===== src/rtl/binary_to_bcd_seq_if.sv =====
// binary_to_bcd_seq_if: start/result handshake between a requester and the BCD converter.
interface binary_to_bcd_seq_if #(
    parameter int INPUT_WIDTH    = 7,
    parameter int DECIMAL_DIGITS = 2
);
    logic                          i_Start;
    logic [INPUT_WIDTH-1:0]        i_Binary;
    logic                          o_Busy;
    logic                          o_DV;
    logic [DECIMAL_DIGITS*4-1:0]   o_BCD;
    logic [DECIMAL_DIGITS-1:0]     o_Digit_En;
    logic                          o_Overflow;

    modport master (
        output i_Start, i_Binary,
        input  o_Busy, o_DV, o_BCD, o_Digit_En, o_Overflow
    );

    modport slave (
        input  i_Start, i_Binary,
        output o_Busy, o_DV, o_BCD, o_Digit_En, o_Overflow
    );
endinterface


===== src/rtl/binary_to_bcd_seq.sv =====
// binary_to_bcd_seq: multi-cycle double-dabble converter with leading-zero mask and overflow flag.
module binary_to_bcd_seq #(
    parameter int INPUT_WIDTH    = 7,
    parameter int DECIMAL_DIGITS = 2
) (
    input  logic                 i_Clock,
    input  logic                 i_Reset_n,
    binary_to_bcd_seq_if.slave   bus
);
    localparam int BW = 4 * DECIMAL_DIGITS;
    localparam int CW = $clog2(INPUT_WIDTH + 1);

    typedef enum logic [1:0] {IDLE, ADD, SHIFT, DONE} state_t;

    state_t                   r_state;
    logic [BW-1:0]            r_work;
    logic [INPUT_WIDTH-1:0]   r_shift;
    logic [CW-1:0]            r_cnt;
    logic                     r_ovf;
    logic [BW-1:0]            w_added;
    logic [BW-1:0]            w_shifted;
    logic [DECIMAL_DIGITS-1:0] w_en;
    logic                     w_ovf;
    logic                     w_last;

    always_comb begin
        w_added = r_work;
        for (int d = 0; d < DECIMAL_DIGITS; d++)
            w_added[4*d +: 4] = (r_work[4*d +: 4] >= 4'd5) ? r_work[4*d +: 4] + 4'd3 : r_work[4*d +: 4];
    end

    assign w_shifted = {r_work[BW-2:0], r_shift[INPUT_WIDTH-1]};
    assign w_ovf     = r_ovf | r_work[BW-1];
    assign w_last    = (r_cnt == CW'(INPUT_WIDTH - 1));

    // A digit is shown once it or any more significant digit is non-zero.
    always_comb begin
        logic acc;
        acc  = 1'b0;
        w_en = '0;
        for (int d = DECIMAL_DIGITS - 1; d >= 0; d--) begin
            acc     = acc | (|w_shifted[4*d +: 4]);
            w_en[d] = acc;
        end
        w_en[0] = 1'b1;
    end

    always_ff @(posedge i_Clock or negedge i_Reset_n) begin
        if (!i_Reset_n) begin
            r_state        <= IDLE;
            r_work         <= '0;
            r_shift        <= '0;
            r_cnt          <= '0;
            r_ovf          <= 1'b0;
            bus.o_Busy     <= 1'b0;
            bus.o_DV       <= 1'b0;
            bus.o_BCD      <= '0;
            bus.o_Digit_En <= DECIMAL_DIGITS'(1);
            bus.o_Overflow <= 1'b0;
        end else begin
            bus.o_DV <= 1'b0;
            case (r_state)
                IDLE: if (bus.i_Start) begin
                    r_shift    <= bus.i_Binary;
                    r_work     <= '0;
                    r_ovf      <= 1'b0;
                    r_cnt      <= '0;
                    bus.o_Busy <= 1'b1;
                    r_state    <= ADD;
                end
                ADD: begin
                    r_work  <= w_added;
                    r_state <= SHIFT;
                end
                SHIFT: begin
                    r_work  <= w_shifted;
                    r_shift <= r_shift << 1;
                    r_ovf   <= w_ovf;
                    r_cnt   <= r_cnt + 1'b1;
                    r_state <= w_last ? DONE : ADD;
                    if (w_last) begin
                        bus.o_DV       <= 1'b1;
                        bus.o_BCD      <= w_shifted;
                        bus.o_Digit_En <= w_en;
                        bus.o_Overflow <= w_ovf;
                    end
                end
                DONE: begin
                    bus.o_Busy <= 1'b0;
                    r_state    <= IDLE;
                end
                default: r_state <= IDLE;
            endcase
        end
    end
endmodule


===== src/flat_wrapper.sv =====
// flat-port wrapper written by rule: the top's interface ports become plain ports
module binary_to_bcd_seq_flat 
#(
    parameter int INPUT_WIDTH    = 7,
    parameter int DECIMAL_DIGITS = 2
)
  (i_Clock, i_Reset_n, bus_i_Start, bus_i_Binary, bus_o_Busy, bus_o_DV, bus_o_BCD, bus_o_Digit_En, bus_o_Overflow);
  binary_to_bcd_seq_if #(.INPUT_WIDTH(INPUT_WIDTH), .DECIMAL_DIGITS(DECIMAL_DIGITS)) bus_i ();
  input  logic i_Clock;
  input  logic i_Reset_n;
  input wire logic [$bits(bus_i.i_Start)-1:0] bus_i_Start;
  input wire logic [$bits(bus_i.i_Binary)-1:0] bus_i_Binary;
  output wire logic [$bits(bus_i.o_Busy)-1:0] bus_o_Busy;
  output wire logic [$bits(bus_i.o_DV)-1:0] bus_o_DV;
  output wire logic [$bits(bus_i.o_BCD)-1:0] bus_o_BCD;
  output wire logic [$bits(bus_i.o_Digit_En)-1:0] bus_o_Digit_En;
  output wire logic [$bits(bus_i.o_Overflow)-1:0] bus_o_Overflow;
  assign bus_i.i_Start = bus_i_Start;
  assign bus_i.i_Binary = bus_i_Binary;
  assign bus_o_Busy = bus_i.o_Busy;
  assign bus_o_DV = bus_i.o_DV;
  assign bus_o_BCD = bus_i.o_BCD;
  assign bus_o_Digit_En = bus_i.o_Digit_En;
  assign bus_o_Overflow = bus_i.o_Overflow;
  binary_to_bcd_seq #(.INPUT_WIDTH(INPUT_WIDTH), .DECIMAL_DIGITS(DECIMAL_DIGITS)) u_core (.i_Clock(i_Clock), .i_Reset_n(i_Reset_n), .bus(bus_i));
endmodule

===== config.mk =====
export PLATFORM = sky130hd
export DESIGN_NAME = binary_to_bcd_seq_flat
export DESIGN_NICKNAME = d
export VERILOG_FILES = /design/src/rtl/binary_to_bcd_seq_if.sv /design/src/rtl/binary_to_bcd_seq.sv /design/src/flat_wrapper.sv
export SDC_FILE = /design/constraint.sdc
export NUM_CORES = 1
export LEC_CHECK = 0
export CORE_ASPECT_RATIO = 1.75
export CORE_MARGIN = 2
export CORE_UTILIZATION = 59
export DETAILED_ROUTE_END_ITERATION = 12
export PLACE_DENSITY = 0.8
export SLEW_MARGIN = 25
export SYNTH_ARGS = -nofsm -noshare
export SYNTH_HDL_FRONTEND = slang
export SYNTH_SLANG_ARGS = --single-unit

===== constraint.sdc =====
create_clock -name i_Clock -period 4.1 [get_ports i_Clock]
set_input_delay 1.025 -clock i_Clock [delete_from_list [all_inputs] [get_ports i_Clock]]
set_output_delay 1.025 -clock i_Clock [all_outputs]
set_load 0.01 [all_outputs]

==> Yosys cells after proc, flatten, opt, wreduce, memory -nomap -nowiden <==
Index checks and enable logic that the tools add are counted.
{ "op_classes": {"add_sub_neg": 3, "magnitude_cmp": 2, "n_eq_ne": 7, "mux": 17, "n_bitwise": 1, "n_reduce_logical": 10} }
{ "ops": {"columns": ["cell", "count"], "rows": [
  ["8-bit one-hot mux with 3 select lines", 1],
  ["7-bit one-hot mux with 2 select lines", 1],
  ["4-bit by 2-bit adder with 4-bit output, second input constant", 2],
  ["4-bit by 3-bit greater-or-equal comparator with 1-bit output, second input constant", 2],
  ["4-bit two-way mux", 2],
  ["8-bit two-way mux", 1],
  ["2-bit one-hot mux with 4 select lines", 1],
  ["7-bit two-way mux", 1],
  ["3-bit one-hot mux with 2 select lines", 1],
  ["2-bit AND reduction", 3],
  ["3-bit AND reduction", 2],
  ["2-bit == test, second input constant", 2],
  ["1-bit two-way mux", 4],
  ["2-bit two-way mux", 2],
  ["2-bit by 1-bit != test with 1-bit output, second input constant", 2],
  ["1-bit one-hot mux with 2 select lines", 2],
  ["2-bit nonzero test", 2],
  ["4-bit OR reduction", 1],
  ["3-bit by 1-bit adder with 3-bit output, second input constant", 1],
  ["3-bit == test, second input constant", 1],
  ["3-bit two-way mux", 1],
  ["3-bit nonzero test", 1],
  ["2-bit by 1-bit == test with 1-bit output, second input constant", 1],
  ["2-bit logical NOT", 1],
  ["other kinds (2)", 2]
]} }
{ "totals": {"register_bits": 33, "in_bits": 10, "output_inout_bits": 13, "elab_cells": 51} }

==> Depth between registers and ports, before layout <==
Gate-level depths: netlist (run 1).
{ "depth": {"ltp_word": 3, "ltp_mapped": 9, "mapped_depth_nobuf": 6} }

==> Least setup slack after synthesis (run 1) <==
No wires, ideal clock.
{ "synth_timing": {"path_type": "input to register", "from": "input port bus_i_Start", "to": "register u_core.r_work[2]", "setup_time_ns": 0.128, "arrival_time_ns": 2.027, "required_time_ns": 3.972, "slack_ns": 1.946, "stages": 6, "n_path_buf": 2, "path_cell_list": "nor2b_1 > buf_6 > or2_1 > buf_6 > a31oi_4 > mux2_1"} }
{ "synth_via": {"elab_chain_cells": 2} }
{ "synth_rtl": {"columns": ["item", "line", "source"], "rows": [
  ["start, declared", "flat_wrapper.sv:11", "input wire logic [$bits(bus_i.i_Start)-1:0] bus_i_Start;"],
  ["2-bit != test (no line)", null, null],
  ["3-bit AND reduction (no line)", null, null],
  ["end signal, assigned", "binary_to_bcd_seq.sv:72", "r_work <= w_added;"],
  ["end signal, assigned", "binary_to_bcd_seq.sv:76", "r_work <= w_shifted;"],
  ["end, declared", "binary_to_bcd_seq.sv:16", "logic [BW-1:0] r_work;"]
]} }
Every way passes these cells.
A chain may end at the register's enable or synchronous reset.

==> Final worst setup path (run 1) <==
Ends and elaborated chain as after synthesis.

==> impl_metrics.yaml, run 1 <==
route:
  remaining_drc_errors: 0
  firstDrtPassIters: 4
  routed_wl_um: 3520
  drt_iter0_drc: 39
  final_antenna_net_count: 0
  vias: 1420
  via_per_inst: 5.73
  wire_per_inst_um: 14.2
worst_setup_path:
  crit_fanout: 14
  required_ps: 4260
  critPathMaxStageDelay_ps: 780
  slowest_stage: "clkdlybuf4s50_1"
  critPathBufInv: 1
  endpoint_kind: "register"
  crit_arrival_ps: 3000
  cp-start-kind: "input port"
  crit_type: "input port to register"
  path_cells: "clkdlybuf4s50_1 > nor2b_1 > or2_1 > a31oi_4 > mux2_1"
  cp_top_family: "buffers and inverters"
logic_synthesis:
  synthFlopType: "dfrtp_1"
  syn_area_per_cell_um2: 9.72
  synthSimpleGateAreaFrac: 0.0980
  synth_top_area_cell: "dfrtp_1"
  synth_top_family_by_area: "compound AO/OA/AOI/OAI gates"
  ys_seq_elements: 33
  synth_area_leaders: "dfrtp_1 (45%), ha_1 (7.5%), mux2_2 (6.7%), o21ai_0 (5.7%), o22ai_1 (4.4%)"
  synth-xor-area-share: 0.0191
  muxShareOfSynthArea: 0.101
  yosys_warnings: 0
  synthArstFlopShare: 1.00
  syn_nets: 210
  synth_fa_ha_area_frac: 0.0749
  synthesis.area_um2: 1840
  yosysSeqAreaShare: 0.449
  ys_types: 36
  synth-edff-count: 0
  synthCells: 189
  synth-compound-area-share: 0.187
  netlist.area_leader.share: 0.449
clock_tree:
  htree_num_levels: 2
  clkTransAtPathRegs_ps: 60
  clkSinkCount: 33
  cts-buffers-inserted: 5
  cts.hold.buffers_added: 0
  cts-root-buf: "clkbuf_8"
  post-cts-setup-buffers: 0
  cts_tree: "built"
  cts_max_path_buffers: 2
  post_cts_resized: 0
  clk_latency_ps: 280
timing:
  setup_viol: 0
  fmax_mhz: 352
  finClkSkew_ps: 5.16
  fin_setup_tns_ps: 0
  worst_slew_pin_slew_ps: 686
  relSlewSlack: 0.542
  rsz0062_at_grt: "false"
  fin_crit_ps: 2840
  maxSlewViolCount: 0
  fin_crit_sh: 0.692
  hold_viol: 0
layout:
  final_common_cell: "dfrtp_1"
  area_growth_pct: 15.5
  fin_nets: 228
  drive_gt1_frac: 0.0971
  final.fill_count: 247
  most-common-layout-cells: "dfrtp_1 (33), o21ai_0 (21), clkdlybuf4s50_1 (21)"
  antenna-diode-count: 0
placed_design:
  gp_congestion: 0.850
  hpwl_um: 2560
  portBuffers: 21
grt:
  grt_max_degree: 34
  grt_remaining_overflow: 0
  grt_pass1_wl_um: 6150
  grt_antenna_before_repair: 0
  grt_pass1_vias: 1443
  track_usage: 0.233
floorplan:
  core_area_um2: 2960
  ios: 23
  die_x_um: 46.2
  dieArea_um2: 3600
  rows: 26
  initial_core_util: 0.621
  dieHeight_um: 77.8
power_and_ir_drop:
  powerDensity_nw_per_um2: 663
  finalPower_mw: 1.41
  p_leak_nw: 0.934
  irDropWorstVdd_mv: 0.484
job:
  drv_cap: 0
run_status:
  status: "complete, no violations"
worst_hold_path:
  hold_path.class: "register to register"
==> through the flow <==
| step | hold slack [ps] | area, µm² | util | instances | worst slack [ps] |
|---|---|---|---|---|---|
| detailed placement | 469 | 2050 | 0.692 | 242 | 965 |
| global placement | 462 | 2050 | 0.692 | 242 | 1040 |
| finish | 477 | 2120 | 0.717 | 248 | 1260 |
| floorplan | 493 | 1840 | - | 189 | 1950 |
| global route | 501 | 2120 | 0.717 | 248 | 1170 |
| CTS | 483 | 2120 | 0.717 | 248 | 1270 |
==> sequential cells by signal, indices dropped and copies added (netlist names) <==
| register | count |
|---|---|
| u_core.bus.o_BCD | 8 |
| u_core.r_work | 8 |
| u_core.r_shift | 7 |
| u_core.r_cnt | 3 |
| u_core.r_state | 2 |
| u_core.bus.o_Busy | 1 |
| u_core.bus.o_DV | 1 |
| u_core.bus.o_Digit_En | 1 |
| u_core.bus.o_Overflow | 1 |
| u_core.r_ovf | 1 |
==> Yosys cell counts, types with 2 or more instances <==
master    count
o21ai_0      21
o221ai_1      2
buf_6         2
inv_1        16
clkbuf_1      5
xor2_1        2
o31ai_1       2
a21oi_1      11
nor2b_1       2
mux2i_1       5
nand2b_1      4
ha_1         11
nand3_1       5
buf_2         3
nor2_1        3
o22ai_1      13
mux2_2       11
xnor2_1       2
nand2_1      20
dfrtp_1      33
==> worst min-delay path: stages (launching register included) <==
cell and delay, ps:
dfrtp_1 340, nand2_1 40, o21ai_0 60
==> cells by family (layout without fill, tap and decap cells) <==
logic type                 count (synthesis)  after routing
and+or+nand+nor                           39             39
DFF                                       33             33
AOI/OAI and AO/OA                         56             56
muxes                                     17             17
buffers and inverters                     28             45
xor gates and xnor gates                   4              4
adders and majority gates                 11             11
other                                      1              1
==> final cells by class <==
class                      instances  area (µm²)  area share
clock buffer                       5        68.8      0.0324
clock inverter                     1        5.00     0.00236
inverter                          16        60.1      0.0283
multi-input combinational        128         885       0.417
sequential                        33         826       0.389
tap                               42        52.6      0.0248
timing repair buffer              23         225       0.106
==> worst paths after layout <==
check,start,endpoint,slack [ps],depth (start not counted)
worst min-delay path,u_core.bus.o_Digit_En[1],u_core.bus.o_Digit_En[1],480,2
worst min register to register,u_core.bus.o_Digit_En[1],u_core.bus.o_Digit_En[1],480,2
worst max-delay path,bus_i_Start,u_core.r_work[2],1260,5
min in group asynchronous,i_Reset_n,u_core.r_work[1],1150,2
worst max register to register,u_core.r_state[0],u_core.r_work[2],1570,6
max in group asynchronous,i_Reset_n,u_core.r_cnt[0],2640,2
==> power breakdown <==
part	total, mW	switching, mW	leakage (nW)	internal, mW
Sequential	0.519	0.0926	0.410	0.427
Combinational	0.665	0.364	0.484	0.302
Clock	0.223	0.111	0.0399	0.111
==> metal layers <==
metal  share of wire  track usage
met5               0            0
met4           0.026        0.111
met3           0.035       0.0488
met2            0.55        0.403
met1            0.39        0.250
Note: power is estimated with default switching activity, not from simulation.
==> run 2, diff against run 1 <==
Settings changed: CORE_UTILIZATION 59 to 55, PLACE_DENSITY 0.8 to 0.75.
Clock period 4.1 ns to 2.8 ns, I/O delays scaled along.
==> impl_metrics.yaml, run 2 (synthesized netlist as in run 1, its figures left out) <==
clock_tree:
  htree_num_levels: 2
  cts.hold.buffers_added: 0
  clkSinkCount: 33
  clk_latency_ps: 280
  cts_max_path_buffers: 2
  clkTransAtPathRegs_ps: 60
  cts-buffers-inserted: 5
  cts-root-buf: "clkbuf_8"
  cts_tree: "built"
  post_cts_resized: 0
  post-cts-setup-buffers: 0
timing:
  worst_slew_pin_slew_ps: 638
  rsz0062_at_grt: "false"
  fin_crit_ps: 2250
  fin_setup_tns_ps: 0
  relSlewSlack: 0.574
  fin_ws_ps: 548
  hold_viol: 0
  maxSlewViolCount: 0
  fmax_mhz: 444
  finClkSkew_ps: 5.88
  setup_viol: 0
  fin_crit_sh: 0.804
worst_setup_path:
  endpoint_kind: "register"
  crit_fanout: 18
  required_ps: 2960
  crit_type: "register to register"
  cp-start-kind: "register"
  crit_arrival_ps: 2410
floorplan:
  core_area_um2: 3180
  initial_core_util: 0.579
  dieHeight_um: 80.5
  rows: 27
  dieArea_um2: 3840
  die_x_um: 47.7
  ios: 23
layout:
  drive_gt1_frac: 0.110
  finalInstanceArea_um2: 2160
  final_common_cell: "dfrtp_1"
  most-common-layout-cells: "dfrtp_1 (33), o21ai_0 (21), clkdlybuf4s50_1 (21)"
  post-route-util: 0.680
  antenna-diode-count: 0
  fin_nets: 231
  reg.largest.list: "u_core.bus.o_BCD x8, u_core.r_work x8, u_core.r_shift x7"
  area_growth_pct: 17.4
grt:
  grt_max_degree: 34
  grt_antenna_before_repair: 0
  track_usage: 0.242
  grt_pass1_vias: 1544
  grt_pass1_wl_um: 6660
  grt_remaining_overflow: 0
power_and_ir_drop:
  powerDensity_nw_per_um2: 987
  irDropWorstVdd_mv: 0.584
  p_leak_nw: 0.954
  finalPower_mw: 2.13
route:
  wire_per_inst_um: 15.2
  via_per_inst: 5.60
  vias: 1418
  firstDrtPassIters: 4
  drt_iter0_drc: 71
  remaining_drc_errors: 0
  routed_wl_um: 3850
  final_antenna_net_count: 0
run_status:
  status: "complete, no violations"
placed_design:
  dp_slack_ps: 515
  gp_congestion: 0.848
  hpwl_um: 2820
  place_area_um2: 2070
  portBuffers: 21
worst_hold_path:
  hold_path.class: "register to register"
job:
  drv_cap: 0
-- run 2: layer usage --
layer / track usage / wire length [µm] / share of wire / up-vias
met3: 0.0539 / 96 / 0.025 / 10
met5: 0 / 0 / 0 / -
met2: 0.432 / 2200 / 0.57 / 28
met1: 0.247 / 1460 / 0.38 / 680
met4: 0.108 / 99 / 0.026 / 0
li1: - / - / - / 700
-- run 2: worst paths after layout --
path / from / end / slack (ps) / cells past startpoint
max: u_core.r_state[0] / u_core.bus.o_BCD[3] / 550 / 4
min: u_core.bus.o_BCD[2] / u_core.bus.o_BCD[2] / 480 / 2
max reg2reg: u_core.r_state[0] / u_core.bus.o_BCD[3] / 550 / 4
min reg2reg: u_core.bus.o_BCD[2] / u_core.bus.o_BCD[2] / 480 / 2
max in group asynchronous: i_Reset_n / u_core.bus.o_BCD[4] / 1660 / 2
min in group asynchronous: i_Reset_n / u_core.bus.o_BCD[3] / 830 / 2
-- run 2: worst max-delay path, cell delays in order (launching register included) --
cell and delay (ps):
dfrtp_1 410, inv_1 150, ha_1 510, nand3_1 600
mux2_2 460
-- run 2: power by group --
group,total [mW],leakage (nW),internal [mW],switching (mW)
combinational,1.02,0.499,0.457,0.563
clock,0.352,0.0443,0.195,0.157
sequential,0.759,0.410,0.625,0.135
-- run 2: cell type report --
| type | count | area [µm²] |
|---|---|---|
| clock buffer | 7 | 86.3 |
| fill | 278 | 1020 |
| inverter | 16 | 60.1 |
| multi-input combinational | 128 | 885 |
| sequential | 33 | 826 |
| tap | 43 | 53.8 |
| timing repair buffer | 26 | 248 |
-- run 2: per-stage QoR --
| step | hold WS, ps | instances |
|---|---|---|
| floorplan | 404 | 189 |
| global placement | 462 | 246 |
| detailed placement | 469 | 246 |
| CTS | 483 | 253 |
| global route | 501 | 253 |
| finish | 478 | 253 |
